**src/rtl/pow_host.sv**
```systemverilog
`default_nettype none
// ============================================================================
//  Module      : pow_host
//  Description : Single-job host controller for an external x^e engine,
//                with watchdog abort and a result handshake.
//  Revision    : 1.0 - initial release
// ============================================================================
module pow_host #(
    parameter int TIMEOUT_CYCLES = 255
) (
    input  logic        clk,
    input  logic        rst,
    input  logic        in_valid,
    output logic        in_ready,
    input  logic [31:0] in_x,
    input  logic [31:0] in_e,
    input  logic [3:0]  in_tag,
    output logic        out_valid,
    input  logic        out_ready,
    output logic [31:0] out_y,
    output logic [3:0]  out_tag,
    output logic        out_timeout,
    output logic        eng_ld,
    output logic [31:0] eng_x,
    output logic [31:0] eng_e,
    input  logic        eng_done,
    input  logic [31:0] eng_y,
    output logic        eng_rst_n,
    output logic        busy,
    output logic [15:0] job_count
);

    localparam logic [15:0] c_TIMER_LAST = 16'(TIMEOUT_CYCLES - 1);

    typedef enum logic [2:0] {
        S_IDLE  = 3'd0,
        S_LOAD  = 3'd1,
        S_WAIT  = 3'd2,
        S_ABORT = 3'd3,
        S_OUT   = 3'd4
    } state_t;

    state_t      r_state;
    state_t      w_state_nxt;
    logic [15:0] r_timer;
    logic        r_abort_2nd;
    logic        r_rst_d;
    logic [31:0] r_x;
    logic [31:0] r_e;
    logic [31:0] r_y;
    logic [3:0]  r_tag;
    logic        r_timeout;
    logic [15:0] r_job_count;

    logic w_accept;
    logic w_done;
    logic w_expire;
    logic w_deliver;

    assign w_accept  = (r_state == S_IDLE) && in_valid;
    assign w_done    = (r_state == S_WAIT) && eng_done;
    // eng_done takes priority over the watchdog in the same cycle
    assign w_expire  = (r_state == S_WAIT) && !eng_done && (r_timer == c_TIMER_LAST);
    assign w_deliver = (r_state == S_OUT) && out_ready;

    always_ff @(posedge clk) begin
        if (rst) begin
            r_state <= S_IDLE;
        end else begin
            r_state <= w_state_nxt;
        end
    end

    always_comb begin
        w_state_nxt = r_state;
        in_ready    = 1'b0;
        eng_ld      = 1'b0;
        out_valid   = 1'b0;
        busy        = 1'b1;
        case (r_state)
            S_IDLE: begin
                in_ready = 1'b1;
                busy     = 1'b0;
                if (in_valid) begin
                    w_state_nxt = S_LOAD;
                end
            end
            S_LOAD: begin
                eng_ld      = 1'b1;
                w_state_nxt = S_WAIT;
            end
            S_WAIT: begin
                if (w_done) begin
                    w_state_nxt = S_OUT;
                end else if (w_expire) begin
                    w_state_nxt = S_ABORT;
                end
            end
            S_ABORT: begin
                if (r_abort_2nd) begin
                    w_state_nxt = S_OUT;
                end
            end
            S_OUT: begin
                out_valid = 1'b1;
                if (out_ready) begin
                    w_state_nxt = S_IDLE;
                end
            end
            default: begin
                w_state_nxt = S_IDLE;
            end
        endcase
    end

    // Engine reset is held one extra cycle past rst so the engine leaves
    // reset only after the host is settled in IDLE.
    always_ff @(posedge clk) begin
        r_rst_d <= rst;
    end

    assign eng_rst_n = !rst && !r_rst_d && (r_state != S_ABORT);

    always_ff @(posedge clk) begin
        if (rst) begin
            r_timer     <= 16'd0;
            r_abort_2nd <= 1'b0;
            r_x         <= 32'd0;
            r_e         <= 32'd0;
            r_y         <= 32'd0;
            r_tag       <= 4'd0;
            r_timeout   <= 1'b0;
            r_job_count <= 16'd0;
        end else begin
            if (w_accept) begin
                r_x   <= in_x;
                r_e   <= in_e;
                r_tag <= in_tag;
            end

            if (r_state == S_LOAD) begin
                r_timer <= 16'd0;
            end else if (r_state == S_WAIT) begin
                r_timer <= r_timer + 16'd1;
            end

            r_abort_2nd <= (r_state == S_ABORT) && !r_abort_2nd;

            if (w_done) begin
                r_y       <= eng_y;
                r_timeout <= 1'b0;
            end else if (w_expire) begin
                r_y       <= 32'd0;
                r_timeout <= 1'b1;
            end

            if (w_deliver && !r_timeout) begin
                r_job_count <= r_job_count + 16'd1;
            end
        end
    end

    assign eng_x       = r_x;
    assign eng_e       = r_e;
    assign out_y       = r_y;
    assign out_tag     = r_tag;
    assign out_timeout = r_timeout;
    assign job_count   = r_job_count;

endmodule
`default_nettype wire

```
**config.mk**
```make
export PLATFORM = sky130hd
export DESIGN_NAME = pow_host
export DESIGN_NICKNAME = d
export VERILOG_FILES = /design/src/rtl/pow_host.sv
export SDC_FILE = /design/constraint.sdc
export NUM_CORES = 1
export LEC_CHECK = 0
export ABC_CLOCK_PERIOD_IN_PS = 4250
export CORE_UTILIZATION = 40
export CTS_BUF_LIST = sky130_fd_sc_hd__clkbuf_16
export DETAILED_ROUTE_END_ITERATION = 6
export PLACE_DENSITY = 0.78
export SLEW_MARGIN = 0
export SYNTH_ARGS = -nofsm -noshare
export SYNTH_HDL_FRONTEND = slang
export SYNTH_SLANG_ARGS = --single-unit
export TNS_END_PERCENT = 5
```
**constraint.sdc**
```tcl
create_clock -name clk -period 4.25 [get_ports clk]
set_input_delay 0.425 -clock clk [delete_from_list [all_inputs] [get_ports clk]]
set_output_delay 0.425 -clock clk [all_outputs]
set_load 0.05 [all_outputs]
```
==> summary.md, run 1 <==
| Metric | Value |
|---|---|
| Outcome | finished, final reports clean |
| Via density | 4.99 |
| Core area | 12700 µm² |
| Final HPWL DP | 10300 µm |
| H-tree level count | 4 |
| Area added between synthesis and finish | 55.8% |
| DRT antenna net count | 0 |
| Synthesis-stage register bit count | 138 |
| Starting Density | 0.415 |
| Setup CP Type | reg -> out |
| RD Place Congestion | 0.791 |
| EDFF count, synth | 0 |
| P_leak | 2.86 nW |
| Fin crit period | 2.79 ns |
| Worst EP required | 3.83 ns |
| Die area | 13700 µm² |
| DR vias | 5224 |
| Post-Route WL | 15100 µm |
| RSZ-0062 raised after global routing | no |
| Pwr/cell area | 428 nW/µm² |
| Hold slack | 0.397 ns |
| Synth Instances | 655 |
| Max Slew Vio Count | 0 |
| Non-filler cells, final | 1047 |
| CTS tree | done |
| Top cells by area, synth | dfxtp_1, nand2_1, a21oi_1, o21ai_0, clkbuf_1 |
| CTS resizes | 0 |
| Vias in the first global route | 4703 |
| Maximum vdd ir drop | 0.000365 V |
| Worst Skew | 0.00433 ns |
| Clock sinks | 138 |
| Layout cell share with drive strength beyond 1 | 0.0503 |
| Drt first pass iters | 4 |
| Yosys warning total | 0 |
| Endpoints failing setup | 0 |
| F_max | 0.358 GHz |
| Syn Area/Cell | 8.06 µm² |
| Antenna violations before repair | 0 |
| Synth async-reset ratio | 0 |
| Max clock buf depth | 2 |
| CP startpoint kind | flop |
| Worst-path clk slew | 0.06 ns |
| Core Util, Final | 0.646 |
| Diode count | 0 |
| Distinct cell type count after synthesis | 43 |
| Top cell type's share of synthesized area | 0.523 |
| DR WL/cell | 14.4 µm |
| Maxcap violations | 0 |
| Fill count | 1130 |
| 1st-iter DRT viols | 265 |
| Min-Delay Path Class | in -> reg |
| Final Hold Viols | 0 |
| Cells after DPL | 1015 |
| Cell taking the most area after synthesis | dfxtp_1 |
| Worst Tran Pin Value | 0.988 ns |
| Core Rows | 41 |
| Global route total overflow | 0 |
| I/O Pins | 227 |
| CP arrival | 2.37 ns |
| Mapped Area | 5280 µm² |
| GRT Util Overall | 0.220 |
| Largest net degree at the start of global routing | 89 |
| Crit end category | output pin |
| Setup Total Neg Slack | 0 ns |
| Final nets | 970 |
| Chip width | 117 µm |
| Clock latency on the worst-skew pair | 0.41 ns |
| Critical path fanouts, max | 11 |
| Post-cts hold buffer count | 0 |
| Power Total | 3.52 mW |
| Fin crit share | 0.657 |
| Post-synth net total | 763 |
| Slew headroom | 0.341 |
| Root buf cell | clkbuf_16 |
| DRC errors left | 0 |
| Buffers on Ports | 226 |
| Inserted Clock Buffers | 17 |
| Main synth FF type | dfxtp_1 |
| Post-CTS setup buffer count | 0 |
| Fraction of the yosys area taken by sequential cells | 0.523 |
| Vert. Die Dim | 117 µm |
| First-pass GRT wire length | 23200 µm |
==> through the flow <==
step,setup WS (ns),cell area [µm²]
6_report,1.46,8220
5_1_grt,1.35,8220
4_1_cts,1.46,8220
3_5_place_dp,1.82,7640
3_3_place_gp,1.87,7640
2_1_floorplan,1.45,5280
==> worst paths after layout <==
check	startpoint	end	slack, ns	cells after the start
setup / recovery	r_state[2]	out_valid	1.46	3
hold / removal	rst	r_rst_d	0.40	1
setup reg to reg	r_state[0]	eng_x[13]	1.82	5
hold reg to reg	eng_e[31]	eng_e[31]	0.45	2
==> cells in the mapped netlist, types with 7 or more instances <==
library cell,n
nand2_1,186
inv_1,7
nand4_1,8
nor2_1,21
a21oi_1,114
nor3_1,7
buf_2,7
nand3_1,13
xnor2_1,7
dfxtp_1,138
or4_1,10
clkbuf_1,36
xor2_1,9
o21ai_0,39
==> per-layer routing <==
layer	vias to the layer above	track usage	wire length (µm)
li1	2633	-	-
met1	2412	0.253	6320
met2	162	0.368	7270
met3	17	0.0999	1360
met4	0	0.0608	170
met5	-	0	0
==> critical path, stage by stage (launching register included) <==
cell             delay, ns
dfxtp_1               0.51
or3b_4                0.45
inv_2                 0.16
clkdlybuf4s50_1       0.83
==> sequential cells by signal (all words and copies together), names as in the netlist <==
signal / cells
r_rst_d: 1
r_timer: 16
r_abort_2nd: 1
eng_e: 32
eng_x: 32
r_state: 3
out_timeout: 1
job_count: 16
out_y: 32
out_tag: 4
==> logic make-up (layout without fill, tap and decap cells) <==
kind of cell / after synthesis / count (layout) / synth area share
flip-flops: 138 / 138 / 0.523
buffers and inverters: 53 / 273 / 0.0394
AND/OR/NAND/NOR: 277 / 277 / 0.235
AO/OA/AOI/OAI: 166 / 166 / 0.165
adder cells (fa/ha/maj): 3 / 3 / 0.00711
multiplexers: 2 / 2 / 0.00403
XOR/XNOR: 16 / 16 / 0.0266
==> power breakdown <==
group / leakage, nW / internal, mW / switching (mW) / total [mW]
clock: 0.277 / 0.910 / 0.543 / 1.45
sequential: 1.12 / 1.36 / 0.0370 / 1.40
combinational: 1.46 / 0.247 / 0.421 / 0.668
==> cell usage in the layout (no fill, tap or decap), drive strengths merged, types with 2 or more instances in the layout <==
| cell | netlist | final |
|---|---|---|
| clkdlybuf4s50 | 0 | 225 |
| nand2 | 186 | 186 |
| dfxtp | 138 | 138 |
| a21oi | 114 | 114 |
| o21ai | 39 | 39 |
| nor2 | 21 | 21 |
| clkbuf | 36 | 17 |
| nand3 | 13 | 13 |
| or4 | 10 | 10 |
| xor2 | 9 | 9 |
| inv | 8 | 9 |
| nand4 | 8 | 8 |
| buf | 9 | 8 |
| nor3 | 7 | 7 |
| xnor2 | 7 | 7 |
| or3 | 6 | 6 |
| clkinv | 0 | 6 |
| o31ai | 5 | 5 |
| clkinvlp | 0 | 5 |
| nor4 | 4 | 4 |
| nor3b | 3 | 3 |
| ha | 3 | 3 |
| bufinv | 0 | 3 |
| and2 | 3 | 3 |
| nand3b | 2 | 2 |
| and4 | 2 | 2 |
| and3 | 2 | 2 |
| nor2b | 2 | 2 |
| o211ai | 2 | 2 |
| or3b | 2 | 2 |
==> area by class of cell <==
cell class                      instances  area (µm²)  share of cell area
Inverter                                8        30.0             0.00365
Clock buffer                           17         425              0.0517
Timing Repair Buffer                  233        2310               0.281
Sequential cell                       138        2760               0.336
Tap cell                              172         215              0.0262
Clock inverter                         15         159              0.0193
Multi-Input combinational cell        464        2320               0.282
No activity file was read; power rests on OpenSTA's default activity.
==> inputs of run 2 (changes only) <==
Settings changed: ABC_CLOCK_PERIOD_IN_PS 4250 to 2800.
Clock period 4.25 ns to 2.8 ns, I/O delays scaled along.
==> summary.md, run 2 (synthesis gave the netlist of run 1 again) <==
| Metric | Value |
|---|---|
| Outcome | finished, final reports clean |
| Worst-path clk slew | 0.06 ns (about the same) |
| Largest net degree at the start of global routing | 64 (-28%) |
| Endpoints failing setup | 0 (unchanged) |
| F_max | 0.380 GHz |
| Diode count | 0 (unchanged) |
| Post-Route WL | 14900 µm (-1.2%) |
| P_leak | 2.87 nW (+0.25%) |
| Post-CTS setup buffer count | 0 (unchanged) |
| Fin crit share | 0.940 |
| Maxcap violations | 0 (unchanged) |
| Crit end category | output pin |
| DRC errors left | 0 (unchanged) |
| Starting Density | 0.415 (unchanged) |
| Inserted Clock Buffers | 17 (unchanged) |
| Max Slew Vio Count | 0 (unchanged) |
| Clock sinks | 138 (unchanged) |
| Slew headroom | 0.550 (+0.209) |
| GRT Util Overall | 0.221 (+0.00109) |
| CP peak stage delay | 0.83 ns (about the same) |
| Layout cell share with drive strength beyond 1 | 0.0446 (-0.00571) |
| CP startpoint kind | flop |
| I/O Pins | 227 (unchanged) |
| Global route total overflow | 0 (unchanged) |
| Min-Delay Path Class | in -> reg |
| DRT antenna net count | 0 (unchanged) |
| DR vias | 5175 (-0.94%) |
| Antenna violations before repair | 0 (unchanged) |
| 1st-iter DRT viols | 241 (-9.1%) |
| H-tree level count | 4 (unchanged) |
| First-pass GRT wire length | 23300 µm (+0.33%) |
| Fill count | 1128 (-0.18%) |
| Most frequent cells in the layout | clkdlybuf4s50_1, nand2_1, dfxtp_1 |
| Power Total | 5.22 mW (+48%) |
| DR WL/cell | 14.3 µm (-1.2%) |
| Final nets | 971 (+0.10%) |
| CTS resizes | 0 (unchanged) |
| Max clock buf depth | 2 (unchanged) |
| Worst Skew | 0.00971 ns (+0.00538 ns) |
| Root buf cell | clkbuf_16 |
| RSZ-0062 raised after global routing | no |
| Die area | 13700 µm² (unchanged) |
| CTS tree | done |
| Vias in the first global route | 4751 (+1.0%) |
| Worst EP required | 2.52 ns (-1.31 ns) |
| Final HPWL DP | 10100 µm (-2.5%) |
| Post-cts hold buffer count | 0 (unchanged) |
| Setup Total Neg Slack | 0 ns (unchanged) |
| Clock latency on the worst-skew pair | 0.42 ns (about the same) |
| Worst Tran Pin Value | 0.674 ns (-0.314 ns) |
| Maximum vdd ir drop | 0.000394 V (+8.0%) |
| Via density | 4.94 (-0.94%) |
| CP arrival | 2.35 ns (-0.02 ns) |
| Vert. Die Dim | 117 µm (unchanged) |
| Final Hold Viols | 0 (unchanged) |
| Setup CP Type | reg -> out |
| Slowest library cell on the worst path | clkdlybuf4s50_1 |
| Chip width | 117 µm (unchanged) |
| Core area | 12700 µm² (unchanged) |
| Area added between synthesis and finish | 55.6% |
| Crit path cell chain | or3b_4, inv_2, clkdlybuf4s50_1 |
| Pwr/cell area | 635 nW/µm² (+49%) |
| Drt first pass iters | 4 (unchanged) |
| Commonest non-fill, non-tap cell in the layout | clkdlybuf4s50_1 |
| Core Rows | 41 (unchanged) |
| Critical path fanouts, max | 11 (unchanged) |
| Buffers on Ports | 226 (unchanged) |
| RD Place Congestion | 0.798 (+0.91%) |
| Fin crit period | 2.63 ns |
-- run 2: changes by cell type in the layout (fill, tap and decap cells not counted), sizes merged --
cell,delta
inv,+3
buf,+1
clkinvlp,-2
bufinv,-1
clkinv,-1
-- run 2: where the power goes --
part / total [mW] / internal, mW / switching [mW] / leakage, nW
Combinational: 1.02 / 0.384 / 0.637 / 1.48
Clock: 2.08 / 1.27 / 0.805 / 0.270
Sequential: 2.12 / 2.06 / 0.0532 / 1.12
-- run 2: path summary, 6_finish.rpt --
kind / startpoint / end / slack, ns / cells past startpoint
worst max register to register: r_state[2] / job_count[13] / 0.68 / 4
worst max-delay path: r_state[2] / out_valid / 0.17 / 3
worst min-delay path: rst / r_timer[5] / 0.39 / 3
worst min register to register: eng_x[3] / eng_x[3] / 0.45 / 2
-- run 2: critical path, delay by kind of cell (launching register included) --
family	cells	cell delay, ns
flops	1	0.50
buf+inv	2	0.98
simple gates	1	0.45
-- run 2: metrics by stage --
step | worst slack (ns) | hold slack [ns] | util | instances | instance area (µm²)
global route | 0.0682 | 0.389 | 0.646 | 1047 | 8210
CTS | 0.154 | 0.364 | 0.646 | 1047 | 8210
floorplan | 0.00344 | 0.308 | - | 655 | 5280
detailed placement | 0.617 | 0.446 | 0.603 | 1016 | 7670
global placement | 0.635 | 0.441 | 0.603 | 1016 | 7670
finish | 0.168 | 0.388 | 0.646 | 1047 | 8210
-- run 2: per-layer routing --
layer | vias up | wire length (µm) | track usage | share of wire
met5 | - | 0 | 0 | 0
met1 | 2356 | 6370 | 0.259 | 0.43
li1 | 2623 | - | - | -
met4 | 0 | 146 | 0.0861 | 0.0098
met2 | 182 | 7090 | 0.360 | 0.47
met3 | 14 | 1330 | 0.0917 | 0.089
-- run 2: area by class of cell --
| type | count | area (µm²) | area share |
|---|---|---|---|
| sequential | 138 | 2760 | 0.336 |
| multi-input combinational | 464 | 2320 | 0.282 |
| timing repair buffer | 234 | 2340 | 0.285 |
| inverter | 8 | 30.0 | 0.00366 |
| clock buffer | 17 | 425 | 0.0518 |
| tap | 172 | 215 | 0.0262 |
| clock inverter | 14 | 118 | 0.0143 |
